[config.mk]
export PLATFORM = sky130hd
export DESIGN_NAME = frame_pixel_writer
export DESIGN_NICKNAME = d
export VERILOG_FILES = /design/src/rtl/frame_pixel_writer.sv
export SDC_FILE = /design/constraint.sdc
export NUM_CORES = 1
export LEC_CHECK = 0
export BUFFER_PORTS_ARGS = -buffer_cell sky130_fd_sc_hd__buf_4
export CAP_MARGIN = 40
export CORE_MARGIN = 2
export CORE_UTILIZATION = 50
export CTS_BUF_LIST = sky130_fd_sc_hd__clkbuf_16
export DETAILED_ROUTE_END_ITERATION = 8
export GPL_TIMING_DRIVEN = 0
export PLACE_DENSITY = 0.69
export RECOVER_POWER = 25
export SLEW_MARGIN = 20
export SYNTH_ARGS = -nofsm -noshare
export SYNTH_HDL_FRONTEND = slang
export SYNTH_SLANG_ARGS = --single-unit
[constraint.sdc]
create_clock -name clk -period 5.22 [get_ports clk]
set_input_delay 0.783 -clock clk [delete_from_list [all_inputs] [get_ports clk]]
set_output_delay 0.783 -clock clk [all_outputs]
set_load 0.005 [all_outputs]
[src/rtl/frame_pixel_writer.sv]
// Pixel sink for the board drawer: clips off-screen pixels, buffers the rest in a FIFO,
// writes them to the frame buffer when granted, and pulses frame_done once a frame is fully written.
module frame_pixel_writer #(
   parameter int unsigned DEPTH    = 16,
   parameter int unsigned SCREEN_W = 640,
   parameter int unsigned SCREEN_H = 480
) (
   input  logic        clk,
   input  logic        reset,
   input  logic        in_valid,
   input  logic [9:0]  in_x,
   input  logic [8:0]  in_y,
   input  logic [23:0] in_color,
   output logic        in_ready,
   input  logic        in_done,
   input  logic        fb_grant,
   output logic        fb_wren,
   output logic [18:0] fb_addr,
   output logic [23:0] fb_data,
   output logic        frame_done,
   output logic [7:0]  clip_count
);

   localparam int unsigned AW = $clog2(DEPTH);
   localparam logic [AW:0] FULL_COUNT = (AW + 1)'(DEPTH);

   typedef struct packed {
      logic [18:0] addr;
      logic [23:0] color;
   } entry_t;

   typedef enum logic [1:0] {
      S_IDLE,
      S_DRAIN,
      S_DONE
   } state_t;

   entry_t        r_mem [DEPTH];
   logic [AW-1:0] r_wr_ptr;
   logic [AW-1:0] r_rd_ptr;
   logic [AW:0]   r_count;
   logic          r_fb_wren;
   logic [18:0]   r_fb_addr;
   logic [23:0]   r_fb_data;
   logic [7:0]    r_clip_count;
   logic          r_done_prev;
   state_t        r_state;
   state_t        w_state_next;

   logic          w_full;
   logic          w_empty;
   logic          w_accept;
   logic          w_clip;
   logic          w_push;
   logic          w_pop;
   logic          w_done_rise;
   logic [18:0]   w_addr;

   assign w_full      = (r_count == FULL_COUNT);
   assign w_empty     = (r_count == '0);
   assign w_accept    = in_valid && !w_full;
   assign w_clip      = (32'(in_x) >= SCREEN_W) || (32'(in_y) >= SCREEN_H);
   assign w_push      = w_accept && !w_clip;
   assign w_pop       = !w_empty && fb_grant;
   assign w_done_rise = in_done && !r_done_prev;
   // Constant stride, so this reduces to shifts and adds ((y<<9)+(y<<7)+x for 640).
   assign w_addr      = 19'(32'(in_y) * SCREEN_W + 32'(in_x));

   // NOTE: the storage array has no reset; only pointers and count are cleared, so stale
   // entries are unreachable and the array can map onto plain RAM.
   always_ff @(posedge clk) begin
      if (w_push) begin
         r_mem[r_wr_ptr] <= '{addr: w_addr, color: in_color};
      end
   end

   // NOTE: all sequential state uses non-blocking assignments so every register samples
   // pre-edge values regardless of statement order.
   always_ff @(posedge clk) begin
      if (reset) begin
         r_wr_ptr     <= '0;
         r_rd_ptr     <= '0;
         r_count      <= '0;
         r_fb_wren    <= 1'b0;
         r_fb_addr    <= '0;
         r_fb_data    <= '0;
         r_clip_count <= '0;
         r_done_prev  <= 1'b1;
      end else begin
         r_done_prev <= in_done;
         if (w_push) begin
            r_wr_ptr <= r_wr_ptr + 1'b1;
         end
         if (w_pop) begin
            r_rd_ptr  <= r_rd_ptr + 1'b1;
            r_fb_addr <= r_mem[r_rd_ptr].addr;
            r_fb_data <= r_mem[r_rd_ptr].color;
         end
         r_fb_wren <= w_pop;
         case ({w_push, w_pop})
            2'b10:   r_count <= r_count + 1'b1;
            2'b01:   r_count <= r_count - 1'b1;
            default: r_count <= r_count;
         endcase
         if (w_accept && w_clip && (r_clip_count != 8'hFF)) begin
            r_clip_count <= r_clip_count + 8'd1;
         end
      end
   end

   always_ff @(posedge clk) begin
      if (reset) begin
         r_state <= S_IDLE;
      end else begin
         r_state <= w_state_next;
      end
   end

   // NOTE: the default assignment first keeps this block free of inferred latches.
   always_comb begin
      w_state_next = r_state;
      case (r_state)
         S_IDLE:  if (w_done_rise) w_state_next = S_DRAIN;
         // Wait until the last write has also left the output register.
         S_DRAIN: if (w_empty && !r_fb_wren) w_state_next = S_DONE;
         S_DONE:  w_state_next = S_IDLE;
         default: w_state_next = S_IDLE;
      endcase
   end

   always_comb begin
      frame_done = (r_state == S_DONE);
   end

   assign in_ready   = !w_full;
   assign fb_wren    = r_fb_wren;
   assign fb_addr    = r_fb_addr;
   assign fb_data    = r_fb_data;
   assign clip_count = r_clip_count;

endmodule
Yosys cells after proc, flatten, opt, wreduce, memory -nomap -nowiden. Memory sizes are Yosys's and may differ from the RTL's. A register that Yosys moved wholly into a read port is not among the register bits. Index checks and enable logic that the tools add are counted.

Register bits after elaboration: 25. Bits in latches: 0. Memory bits (writable): 688. ROM bits: 0. Input port bits: 48. Output and inout port bits: 54. Logic and storage cells: 48. Memories: 1.

Memories: r_mem (words 16, bits a word 43, rd ports 1, clocked after Yosys merged registers in 1, write ports 1, line 38) `entry_t r_mem [DEPTH];`.

Add/subtract/negate cells: 6. Multipliers: 1. Div/mod/pow operators: 0. Order comparisons: 2. Eq/ne operators: 8. Shifts and indexed selects: 0. Muxes and demuxes: 6. Bitwise logic cells: 0. Reduce and logical (&&, ||, !) cells: 17.

Operators by type and width (count): 19-bit by 10-bit adder with 19-bit output (1); 9-bit by 3-bit multiplier with 12-bit output (second input constant) (1); 10-bit >= comparator (second input constant) (1); 5-bit case mux with 2 select lines (1); 9-bit >= comparator (second input constant) (1); 4-bit by 1-bit adder with 4-bit output (second input constant) (2); 8-bit by 1-bit adder with 8-bit output (second input constant) (1); 8-bit inequality test (second input constant) (1); 1-bit logical AND (7); 5-bit by 1-bit adder with 5-bit output (second input constant) (1); 5-bit equality test (second input constant) (1); 1-bit logical NOT (5); 5-bit logical NOT (1); 5-bit by 1-bit subtractor with 5-bit output (second input constant) (1); 2-bit by 1-bit equality test with 1-bit output (second input constant) (2); 2-bit equality test (second input constant) (2); 2-bit 2-to-1 mux (2); 2-bit inequality test (second input constant) (2); 2-bit case mux with 2 select lines (1); 2-bit logical NOT (1); 1-bit 2-to-1 mux (2); 2-bit AND reduction (1); 2-bit nonzero test (1); 1-bit logical OR (1).

Logic depth before layout (Yosys ltp). Gate-level depths: netlist of the first run.

Depth after elaboration: 6. Mapped depth: 15. Depth with buffers taken out: 13.

Least setup slack after synthesis of the first run. Ideal clock, no wire load.

Path type: input to register. From: input in_x[8]. To: memory r_mem[3][0] (netlist bit) (enable). Data arrival time: 4509 ps. Setup slack: 214 ps. Stages on the path: 5. Path buffers: 0. Path through: o21ai_0 nand2_1 nor2_1 nand2_1 nor3_1.

Word-level cells in the longest chain between the ends: 6.

RTL lines: from (decl) (line 11) `input logic [9:0] in_x,`; 10-bit >= comparator (line 62) `assign w_clip = (32'(in_x) >= SCREEN_W) || (32'(in_y) >= SCREEN_H);`; 1-bit logical OR (line 62); 1-bit logical NOT (line 63) `assign w_push = w_accept && !w_clip;`; 1-bit logical AND (line 63); 1-bit 2-to-1 mux (line 72) `if (w_push) begin`; 1-bit 2-to-1 mux (implied by the code) (line 73) `r_mem[r_wr_ptr] <= '{addr: w_addr, color: in_color};`; to (decl) (line 38).

Every way passes these cells.

Worst setup path in the final report of the first run.
From: register r_count[1]. To: register r_count[4].

Word-level cells in the longest chain between the ends: 6. Elaborated cells on any way between the ends: 13. Those cells by class: 2 x add/sub; 3 x eq/ne; 1 x mux; 7 x reduce/logical.

RTL lines: from (decl) (line 41) `logic [AW:0] r_count;`; from (signal assigned) (line 101) `2'b10: r_count <= r_count + 1'b1;`; from (signal assigned) (line 102) `2'b01: r_count <= r_count - 1'b1;`; from (signal assigned) (line 103) `default: r_count <= r_count;`; 5-bit equality test (line 59) `assign w_full = (r_count == FULL_COUNT);`; 1-bit logical NOT (line 61) `assign w_accept = in_valid && !w_full;`; 1-bit logical AND (line 61); 1-bit logical AND (line 63); 2-bit by 1-bit equality test with 1-bit output / 2-bit equality test (equally long branches) (line 100) `case ({w_push, w_pop})`; 5-bit case mux with 2 select lines / 2-bit nonzero test (equally long branches).

Parallel ways exist; a longest one is shown, timed or not. A chain may end at the register's enable or synchronous reset.

==> results.md, run 1 <==
- DRT antenna net count: 0
- Area post-placement: 32200 um2
- Clock tree buffer depth: 3
- Slew @ Worst Pin: 0.893 ns
- Final setup TNS: 0 ns
- CP Max Fanout: 8
- CTS resizes: 0
- CTS tree: yes
- Largest net degree at the start of global routing: 17
- Die area: 60300 um2
- Worst setup EP type: register
- Fin nets: 1626
- Worst clock skew: 0.0257 ns
- CP bufs+invs: 4
- DRC errors left: 0
- Pwr dens: 454 nW/um2
- Clock sinks: 756
- CTS buffer count: 75
- Maximum vdd drop: 284 uV
- Outcome: completed
- First-pass GRT wire length: 98100 um
- Max-slew violation count: 0
- Total wire length: 66500 um
- Net count after synthesis: 1368
- Initial DRC count: 1446
- Core area: 57700 um2
- Fmax: 282 MHz
- Synth unique cells: 46
- CTS Hold Bufs: 0
- Levels on crit path: 15
- Share of cells above drive strength 1: 31.8%
- Seq cells post-synth: 756
- Hold WC Path Type: in -> reg
- Fraction of registers with async set/reset: 0%
- Fin crit share: 67.8%
- Worst path arrival time: 4.01 ns
- Setup violators final: 0
- CTS Root Cell: clkbuf_16
- Clock transition at the registers of the reported paths: 0.06 ns
- Diodes inserted: 0
- I/O pin total: 102
- Utilization after layout: 59.9%
- Clock Latency Late Sink: 0.61 ns
- FF-to-FF path depth: 15
- # port buffers: 100
- Flop2flop setup slack: 1.68 ns
- Average cell area after synthesis: 22.6 um2
- DP Wirelength: 43200 um
- Die Width: 246 um
- Fillers: 4013
- Vias in the first global route: 14900
- Tmin final: 3.54 ns
- Main synth FF type: edfxtp_1
- Final Wtd Congestion: 0.755
- Fin area: 34600 um2
- Syn Std Cell Area: 29200 um2
- CP peak stage delay: 0.53 ns
- Starting density of the core: 50.6%
- Final hold vios: 0
- Initial DRT Pass Iterations: 5
- FP Rows: 88
- Number of max-cap violations: 0
- Post-synthesis sequential area ratio: 75.5%
- Gr ovfl total: 0
- Vias: 14300
- Worst Hold Depth: 2
- Wire length per cell: 28.0 um
- Hold Slack: 0.385 ns
- Antenna violations before repair: 2
- Critical Path Start Type: register
- YS warnings: 0
- Vias per inst: 6.01
- Die height: 246 um
- Gr usage total: 22.8%
- H-tree lvl count: 3
- P&R area growth vs syn: 18.5%
- P_leak: 11.2 nW
- Rel. slew slack: 40.5%
- CP Data Required Time: 5.69 ns
- CP Cell Sequence: buf_6 > or4_4 > o21ai_0 > nor2_1 > inv_1 > ha_1 > clkbuf_1 > xor2_1 > ha_1 > inv_1 > o21ai_0 > a21o_1 > a221oi_1 > xnor2_1 > nor2_1
- Post-Syn Instances: 1291
- CP max stage cell: or4_4
- EDFF count, synth: 688
- CP Class: reg -> reg
- RSZ-0062 raised after global routing: no
- Postcts setup bufs: 0
- CP top delay family: compound AO/OA/AOI/OAI gates
==> Yosys cell counts, types with 3 or more instances <==
library cell	number	share of area, %
a211oi_1	3	0.077
a21o_1	6	0.15
a21oi_1	9	0.15
a22o_1	43	1.3
buf_1	6	0.077
buf_2	12	0.21
buf_6	18	0.69
clkbuf_1	28	0.36
dfxtp_1	68	4.7
edfxtp_1	688	71
ha_1	27	1.2
inv_1	12	0.15
mux2i_1	5	0.17
mux4_1	12	1.1
mux4_2	203	16
nand2_1	15	0.19
nand2b_1	4	0.086
nand3_1	6	0.10
nand4_1	4	0.086
nor2_1	39	0.50
nor3_1	11	0.19
o21ai_0	11	0.19
or3_1	4	0.086
xnor2_1	19	0.57
xor2_1	9	0.27
==> worst paths after layout <==
| path | end | startpoint |
|---|---|---|
| min reg2reg | r_state[1] | r_state[1] |
| max | r_count[4] | r_count[1] |
| min | r_done_prev | in_done |
| max reg2reg | r_count[4] | r_count[1] |
==> area by class of cell <==
type	count	area [um2]	share of cell area (%)
inverter	12	45.0	0.130
multi-input combinational	454	6760	19.6
clock inverter	60	470	1.36
tap	765	957	2.77
buffer	69	467	1.35
timing repair buffer	181	1920	5.57
clock buffer	77	1930	5.57
sequential	756	22000	63.7
==> where the power goes <==
group	leakage, nW	internal, mW	switching (mW)
logic	3.20	1.73	1.62
clock network	1.26	3.03	2.22
registers	6.76	6.94	0.138
total	11.2	11.7	3.99
==> cell usage in the layout, fill, tap and decap left out, types with 14 or more instances in the layout <==
cell type / synthesis / routed
buf_2: 12 / 15
edfxtp_1: 688 / 688
inv_1: 12 / 38
buf_4: 0 / 95
dfxtp_1: 68 / 68
xnor2_1: 19 / 18
a22o_1: 43 / 43
nand2_1: 15 / 15
ha_1: 27 / 27
clkbuf_1: 28 / 55
nor2_1: 39 / 27
buf_6: 18 / 40
mux4_2: 203 / 203
clkinv_1: 0 / 14
clkbuf_16: 0 / 77
buf_16: 0 / 25
==> through the flow <==
step | worst slack (ns) | total power [mW] | instances
floorplan | 0.214 | 9.45 | 1291
global placement | -4.33 | 10.5 | 2156
detailed placement | 1.20 | 10.6 | 2234
CTS | 1.67 | 15.8 | 2371
global route | 1.46 | 16.2 | 2374
finish | 1.68 | 15.7 | 2374
==> registers in the layout, indices dropped and copies added (netlist names) <==
name / cells
r_mem: 688
fb_data: 24
fb_addr: 19
clip_count: 8
r_count: 5
r_rd_ptr: 4
r_wr_ptr: 4
r_state: 2
fb_wren: 1
r_done_prev: 1
==> routing by layer <==
| metal | vias up | wire length [um] | global-route usage [%] |
|---|---|---|---|
| met2 | 568 | 34500 | 39.1 |
| met5 | - | 27 | 0 |
| met1 | 7577 | 25800 | 29.7 |
| met3 | 137 | 4290 | 3.57 |
| li1 | 5982 | - | - |
| met4 | 4 | 1900 | 7.97 |
==> logic make-up after synthesis <==
logic type,count (synthesis),share of synthesized area (%)
multiplexers,220,16.9
flip-flops,756,75.5
AND/OR/NAND/NOR,96,1.60
XOR/XNOR,28,0.841
AO/OA/AOI/OAI,81,2.09
adder cells (fa/ha/maj),29,1.30
buffers and inverters,81,1.75
No activity file was read; power rests on OpenSTA's default activity.
==> run 2: changes to the inputs <==
- PLACE_DENSITY: 0.69 -> 0.66
- clock period: 5.22 -> 3.3 ns (I/O delays scaled with it)
==> results.md, run 2 (same netlist as run 1, synthesis figures left out) <==
- Largest register FFs: 688 (unchanged)
- CP Data Required Time: 3.77 ns (-1.92 ns)
- Most common cell on crit path: inv_1
- R2R Path End: r_count[4]
- Setup violators final: 0 (unchanged)
- Internal power: 18.5 mW (+58%)
- Wire length per cell: 27.2 um (-3.0%)
- DRC errors left: 0 (unchanged)
- CP bufs+invs: 3 (-1)
- Tmin final: 3.07 ns (-0.472 ns)
- Clock Latency Late Sink: 0.61 ns (about the same)
- Final Wtd Congestion: 0.754 (-0.23%)
- P_leak: 11.1 nW (-1.3%)
- Starting density of the core: 50.6% (unchanged)
- NetSw: 6.17 mW (+55%)
- Gr usage total: 21.9% (-0.84 points)
- Clock transition at the registers of the reported paths: 0.06 ns (about the same)
- First-pass GRT wire length: 94800 um (-3.4%)
- Hold WC Path Type: in -> reg
- CTS tree: yes
- Critical Path Sink: r_count[4]
- CP top delay family: compound AO/OA/AOI/OAI gates
- CP Class: reg -> reg
- Flop2flop setup slack: 0.23 ns (-1.45 ns)
- Die area: 60300 um2 (unchanged)
- Comb pwr share: 21.3% (about the same)
- Most common cell after layout, fill and taps aside: edfxtp_1
- Outcome: completed
- DRT antenna net count: 0 (unchanged)
- P&R area growth vs syn: 18.2%
- Slew @ Worst Pin: 0.865 ns (-0.0272 ns)
- Fin nets: 1611 (-0.92%)
- Commonest non-fill, non-tap cells in the layout: edfxtp_1 (688), mux4_2 (203), clkbuf_16 (79)
- Worst clock skew: 0.0266 ns (+0.000859 ns)
- Number of max-cap violations: 0 (unchanged)
- Clock tree buffer depth: 3 (unchanged)
- Hold Slack: 0.0907 ns (-0.295 ns)
- FP Rows: 88 (unchanged)
- H-tree lvl count: 3 (unchanged)
- Initial DRC count: 1293 (-11%)
- Register area: 22000 um2 (unchanged)
- I/O pin total: 102 (unchanged)
- RR Startpoint: r_count[1]
- Tot Pwr: 24.7 mW (+57%)
- Final setup TNS: 0 ns (unchanged)
- Core area: 57700 um2 (unchanged)
- Fin crit share: 93.0% (+25 points)
- Gr ovfl total: 0 (unchanged)
- Area of the multi-input gates: 6790 um2 (+0.48%)
- Fmax: 326 MHz (+15%)
- Worst setup EP type: register
- Critical Path Source: r_count[1]
- CP Cell Sequence: buf_6 > or4_4 > o21ai_1 > nor2_2 > inv_1 > ha_2 > xor2_1 > ha_1 > inv_1 > o21ai_0 > a21o_1 > a221oi_2 > xnor2_1 > nor2_1
- Reg power frac: 45.4% (+0.3 points)
- CTS buffer count: 75 (unchanged)
- RSZ-0062 raised after global routing: no
- # port buffers: 100 (unchanged)
- Largest net degree at the start of global routing: 18 (+1)
- CP peak stage delay: 0.53 ns (about the same)
- Antenna violations before repair: 1 (-1)
- Initial DRT Pass Iterations: 5 (unchanged)
- Vias per inst: 5.94 (-1.1%)
- Postcts setup bufs: 0 (unchanged)
- Vias: 14000 (-1.7%)
- Clock sinks: 756 (unchanged)
- Fillers: 4107 (+2.3%)
- Max-slew violation count: 0 (unchanged)
- Critical Path Start Type: register
- Total wire length: 64200 um (-3.6%)
- FF-to-FF path depth: 14 (-1)
- Biggest register: r_mem
- Switching share of power: 25.0% (-0.42 points)
- Die height: 246 um (unchanged)
- Share of cells above drive strength 1: 31.5% (-0.33 points)
- DP Wirelength: 41800 um (-3.3%)
- Die Width: 246 um (unchanged)
- Worst path arrival time: 3.54 ns (-0.47 ns)
- Levels on crit path: 14 (-1)
- CP Max Fanout: 8 (unchanged)
- Vias in the first global route: 14500 (-2.7%)
- Maximum vdd drop: 396 uV (+40%)
- Clock share of power: 33.3% (-0.2 points)
- Rel. slew slack: 42.3% (+1.8 points)
- CTS Root Cell: clkbuf_16
- Final hold vios: 0 (unchanged)
- Pwr dens: 716 nW/um2 (+58%)
- CP max stage cell: or4_4
==> run 2: changes by cell type in the layout (fill, tap and decap cells not counted), moves of 4 or more <==
cell and change:
buf_16 -5, buf_4 -22, buf_6 -10, buf_8 +15
clkinv_1 +5, clkinv_2 +5, inv_1 -10, nor3_2 -4
nor3_4 +4
==> run 2: routing by layer <==
layer	global-route usage, %	routed length [um]	vias up
met5	0	0	-
met4	6.43	1270	0
met3	3.48	3670	90
met2	36.5	32300	459
met1	30.2	26900	7524
li1	-	-	5949
==> run 2: stage by stage <==
stage / worst slack (ns) / util [%] / std cells / area (um2)
after floorplan: -0.267 / - / 1291 / 29200
after global placement: -3.42 / 53.6 / 2156 / 30900
after detailed placement: -0.356 / 55.7 / 2215 / 32100
after CTS: 0.0924 / 59.8 / 2351 / 34500
after global routing: 0.0187 / 59.8 / 2360 / 34500
final: 0.231 / 59.8 / 2360 / 34500
==> run 2: timing repair <==
action / 4_1_cts / 5_1_grt
gates cloned: 0 / 0
endpoints found under the setup margin: 2 / 9
hold buffers: 0 / 0
resized for setup: 2 / 3
==> run 2: layout make-up <==
cell class,instances,share of cell area (%)
sequential,756,63.8
clock inverter,58,1.20
timing repair buffer,167,5.27
clock buffer,79,5.73
antenna,1,0.00726
buffer,68,1.34
multi-input combinational,454,19.7
inverter,12,0.131
tap,765,2.78
==> run 2: worst min-delay path by stage <==
stage,to,depth (start not counted),from,slack [ns]
CTS,r_done_prev,2,in_done,0.06
finish,r_done_prev,2,in_done,0.09
floorplan,r_state[1],1,r_state[1],0.41
global route,r_done_prev,2,in_done,0.08
detailed placement,r_state[1],1,r_state[1],0.43
global placement,r_state[1],1,r_state[1],0.42
==> run 2: power groups by stage <==
stage / Combinational, mW / Clock, mW / Sequential (mW)
3_5_place_dp: 5.32 / 0 / 11.4
4_1_cts: 5.34 / 8.38 / 11.2
6_report: 5.25 / 8.23 / 11.2
2_1_floorplan: 3.59 / 0 / 11.4
5_1_grt: 5.64 / 8.74 / 11.2
3_3_place_gp: 5.10 / 0 / 11.4
==> run 3: changes to the inputs <==
- REMOVE_ABC_BUFFERS: unset -> 1
==> results.md, run 3 (same netlist as run 1, synthesis figures left out) <==
- Initial DRT Pass Iterations: 7 (+2)
- CTS Root Cell: clkbuf_16
- DRT antenna net count: 0 (unchanged)
- Wire length per cell: 25.9 um (-4.8%)
- Switching share of power: 24.3% (-0.67 points)
- CP Max Fanout: 33 (+25)
- Die height: 246 um (unchanged)
- Clock Latency Late Sink: 0.60 ns (about the same)
- Number of max-cap violations: 0 (unchanged)
- RR Startpoint: r_rd_ptr[0]
- CP peak stage delay: 0.64 ns (+0.11 ns)
- Hold WC Path Type: in -> reg
- CP Class: reg -> reg
- Most common cell on crit path: buf_16
- CTS Hold Bufs: 0 (unchanged)
- Clock tree buffer depth: 3 (unchanged)
- Fin crit share: 89.7% (-3.4 points)
- Initial DRC count: 1113 (-14%)
- Worst path arrival time: 3.45 ns (-0.09 ns)
- Utilization after layout: 59.6% (-0.17 points)
- Gr ovfl total: 0 (unchanged)
- Critical Path Source: r_rd_ptr[0]
- CP bufs+invs: 3 (unchanged)
- Setup violators final: 0 (unchanged)
- Vias: 13600 (-2.7%)
- Final worst slack: 0.341 ns (+0.111 ns)
- Rel. slew slack: 44.7% (+2.4 points)
- Slew @ Worst Pin: 0.828 ns (-0.0375 ns)
- R2R Path End: fb_addr[4]
- Fillers: 4095 (-0.29%)
- Area post-placement: 32000 um2 (-0.34%)
- Final hold vios: 0 (unchanged)
- Total wire length: 60100 um (-6.4%)
- Critical Path Start Type: register
- Levels on crit path: 6 (-8)
- Clock transition at the registers of the reported paths: 0.06 ns (about the same)
- Flop2flop setup slack: 0.34 ns (+0.11 ns)
- NetSw: 5.95 mW (-3.6%)
- Most common cell after layout, fill and taps aside: edfxtp_1
- Final Wtd Congestion: 0.717 (-4.9%)
- First-pass GRT wire length: 89800 um (-5.3%)
- Starting density of the core: 50.6% (unchanged)
- Setup Slack @ Placement: -0.289 ns (+0.0676 ns)
- Clock sinks: 756 (unchanged)
- DRC errors left: 0 (unchanged)
- CTS tree: yes
- Antenna violations before repair: 0 (-1)
- Outcome: completed
- CP Cell Sequence: buf_16 > buf_16 > buf_16 > mux4_1 > mux4_2 > a22o_1
- Placed instance count: 2171 (-2.0%)
- Largest register FFs: 688 (unchanged)
- RSZ-0062 raised after global routing: no
- Layout Cells excl Fill: 2320 (-1.7%)
- Die Width: 246 um (unchanged)
- Worst clock skew: 0.0187 ns (-0.00792 ns)
- Fmax: 338 MHz (+3.7%)
- CP Data Required Time: 3.79 ns (+0.02 ns)
- Critical Path Sink: fb_addr[4]
- CP max stage cell: dfxtp_4
- Fin nets: 1569 (-2.6%)
- Reg power frac: 46.3% (+0.9 points)
- DP Wirelength: 38000 um (-9.0%)
- Tmin final: 2.96 ns (-0.111 ns)
- Internal power: 18.5 mW (about the same)
- Diodes inserted: 0 (-1)
- Share of cells above drive strength 1: 32.0% (+0.53 points)
- Vias per inst: 5.88 (-0.98%)
- Pwr dens: 711 nW/um2 (-0.69%)
- Core area: 57700 um2 (unchanged)
- Maximum vdd drop: 395 uV (-0.39%)
- Max-slew violation count: 0 (unchanged)
- Final setup TNS: 0 ns (unchanged)
- Worst setup EP type: register
- CTS buffer count: 76 (+1.3%)
- Comb pwr share: 19.8% (-1.5 points)
- P_leak: 11.1 nW (about the same)
- Largest net degree at the start of global routing: 44 (+26)
- Clock share of power: 33.9% (+0.6 points)
- Fin area: 34400 um2 (-0.29%)
- Vias in the first global route: 14100 (-2.5%)
- CP top delay family: multiplexers
- Gr usage total: 20.4% (-1.5 points)
- I/O pin total: 102 (unchanged)
- Biggest register: r_mem
- P&R area growth vs syn: 17.9%
- FF-to-FF path depth: 6 (-8)
- Commonest non-fill, non-tap cells in the layout: edfxtp_1 (688), mux4_2 (203), buf_4 (103)
- FP Rows: 88 (unchanged)
- Die area: 60300 um2 (unchanged)
- H-tree lvl count: 3 (unchanged)
- # port buffers: 101 (+1.0%)
run 3: changes by cell type in the layout (fill, tap and decap cells not counted), sizes merged:
cell,previous run,this run
inv,29,39
clkinv,32,25
bufinv,6,7
buf,175,163
diode,1,0
clkbuf,139,106
clkinvlp,3,5
run 3: final cells by class:
cell class	instances	area (um2)	area share, %
sequential	756	22000	64.1
multi-input combinational	454	6760	19.7
timing repair buffer	192	2160	6.28
clock buffer	77	1930	5.60
tap	765	957	2.78
clock inverter	64	500	1.46
inverter	12	45.0	0.131
run 3: metrics by stage:
| step | hold WS, ns | power (mW) |
|---|---|---|
| 3_5_place_dp | 0.444 | 16.4 |
| 3_3_place_gp | 0.426 | 15.0 |
| 6_report | 0.0956 | 24.5 |
| 4_1_cts | 0.0581 | 24.7 |
| 5_1_grt | 0.0894 | 25.4 |
| 2_1_floorplan | 0.413 | 14.1 |
run 3: how the worst min path moves through the flow:
stage / start / endpoint / slack (ns) / cells after the start
floorplan: r_state[1] / r_state[0] / 0.41 / 1
global placement: r_state[1] / r_state[1] / 0.43 / 1
detailed placement: r_state[1] / r_state[1] / 0.44 / 1
CTS: in_done / r_done_prev / 0.06 / 2
global route: in_done / r_done_prev / 0.09 / 2
finish: in_done / r_done_prev / 0.1 / 2
run 3: power by group through the flow:
stage / Sequential (mW) / Clock, mW / Combinational, mW
2_1_floorplan: 11.7 / 0 / 2.44
3_3_place_gp: 11.8 / 0 / 3.20
3_5_place_dp: 11.5 / 0 / 4.94
4_1_cts: 11.3 / 8.44 / 4.95
5_1_grt: 11.4 / 8.79 / 5.24
6_report: 11.3 / 8.29 / 4.85
run 3: worst reg2reg max path, delay by kind of cell, from the launching register on:
kind / cells / cell delay (ns)
DFF: 1 / 0.64
buffers and inverters: 3 / 0.89
muxes: 2 / 1.13
AOI/OAI and AO/OA: 1 / 0.18
run 3: repair_timing:
item | 4_1_cts | 5_1_grt
pin swaps | 0 | 3
buffers inserted | 0 | 6
cloned | 0 | 0
endpoints found under the setup margin | 7 | 49
gates resized for setup | 1 | 3
run 3: per-layer routing:
layer	routed length [um]	vias to the layer above	track usage, %	share of wire [%]
li1	-	5855	-	-
met4	1170	0	5.86	1.9
met2	29400	382	32.6	49
met5	0	-	0	0
met3	3040	87	2.74	5.1
met1	26500	7325	29.9	44
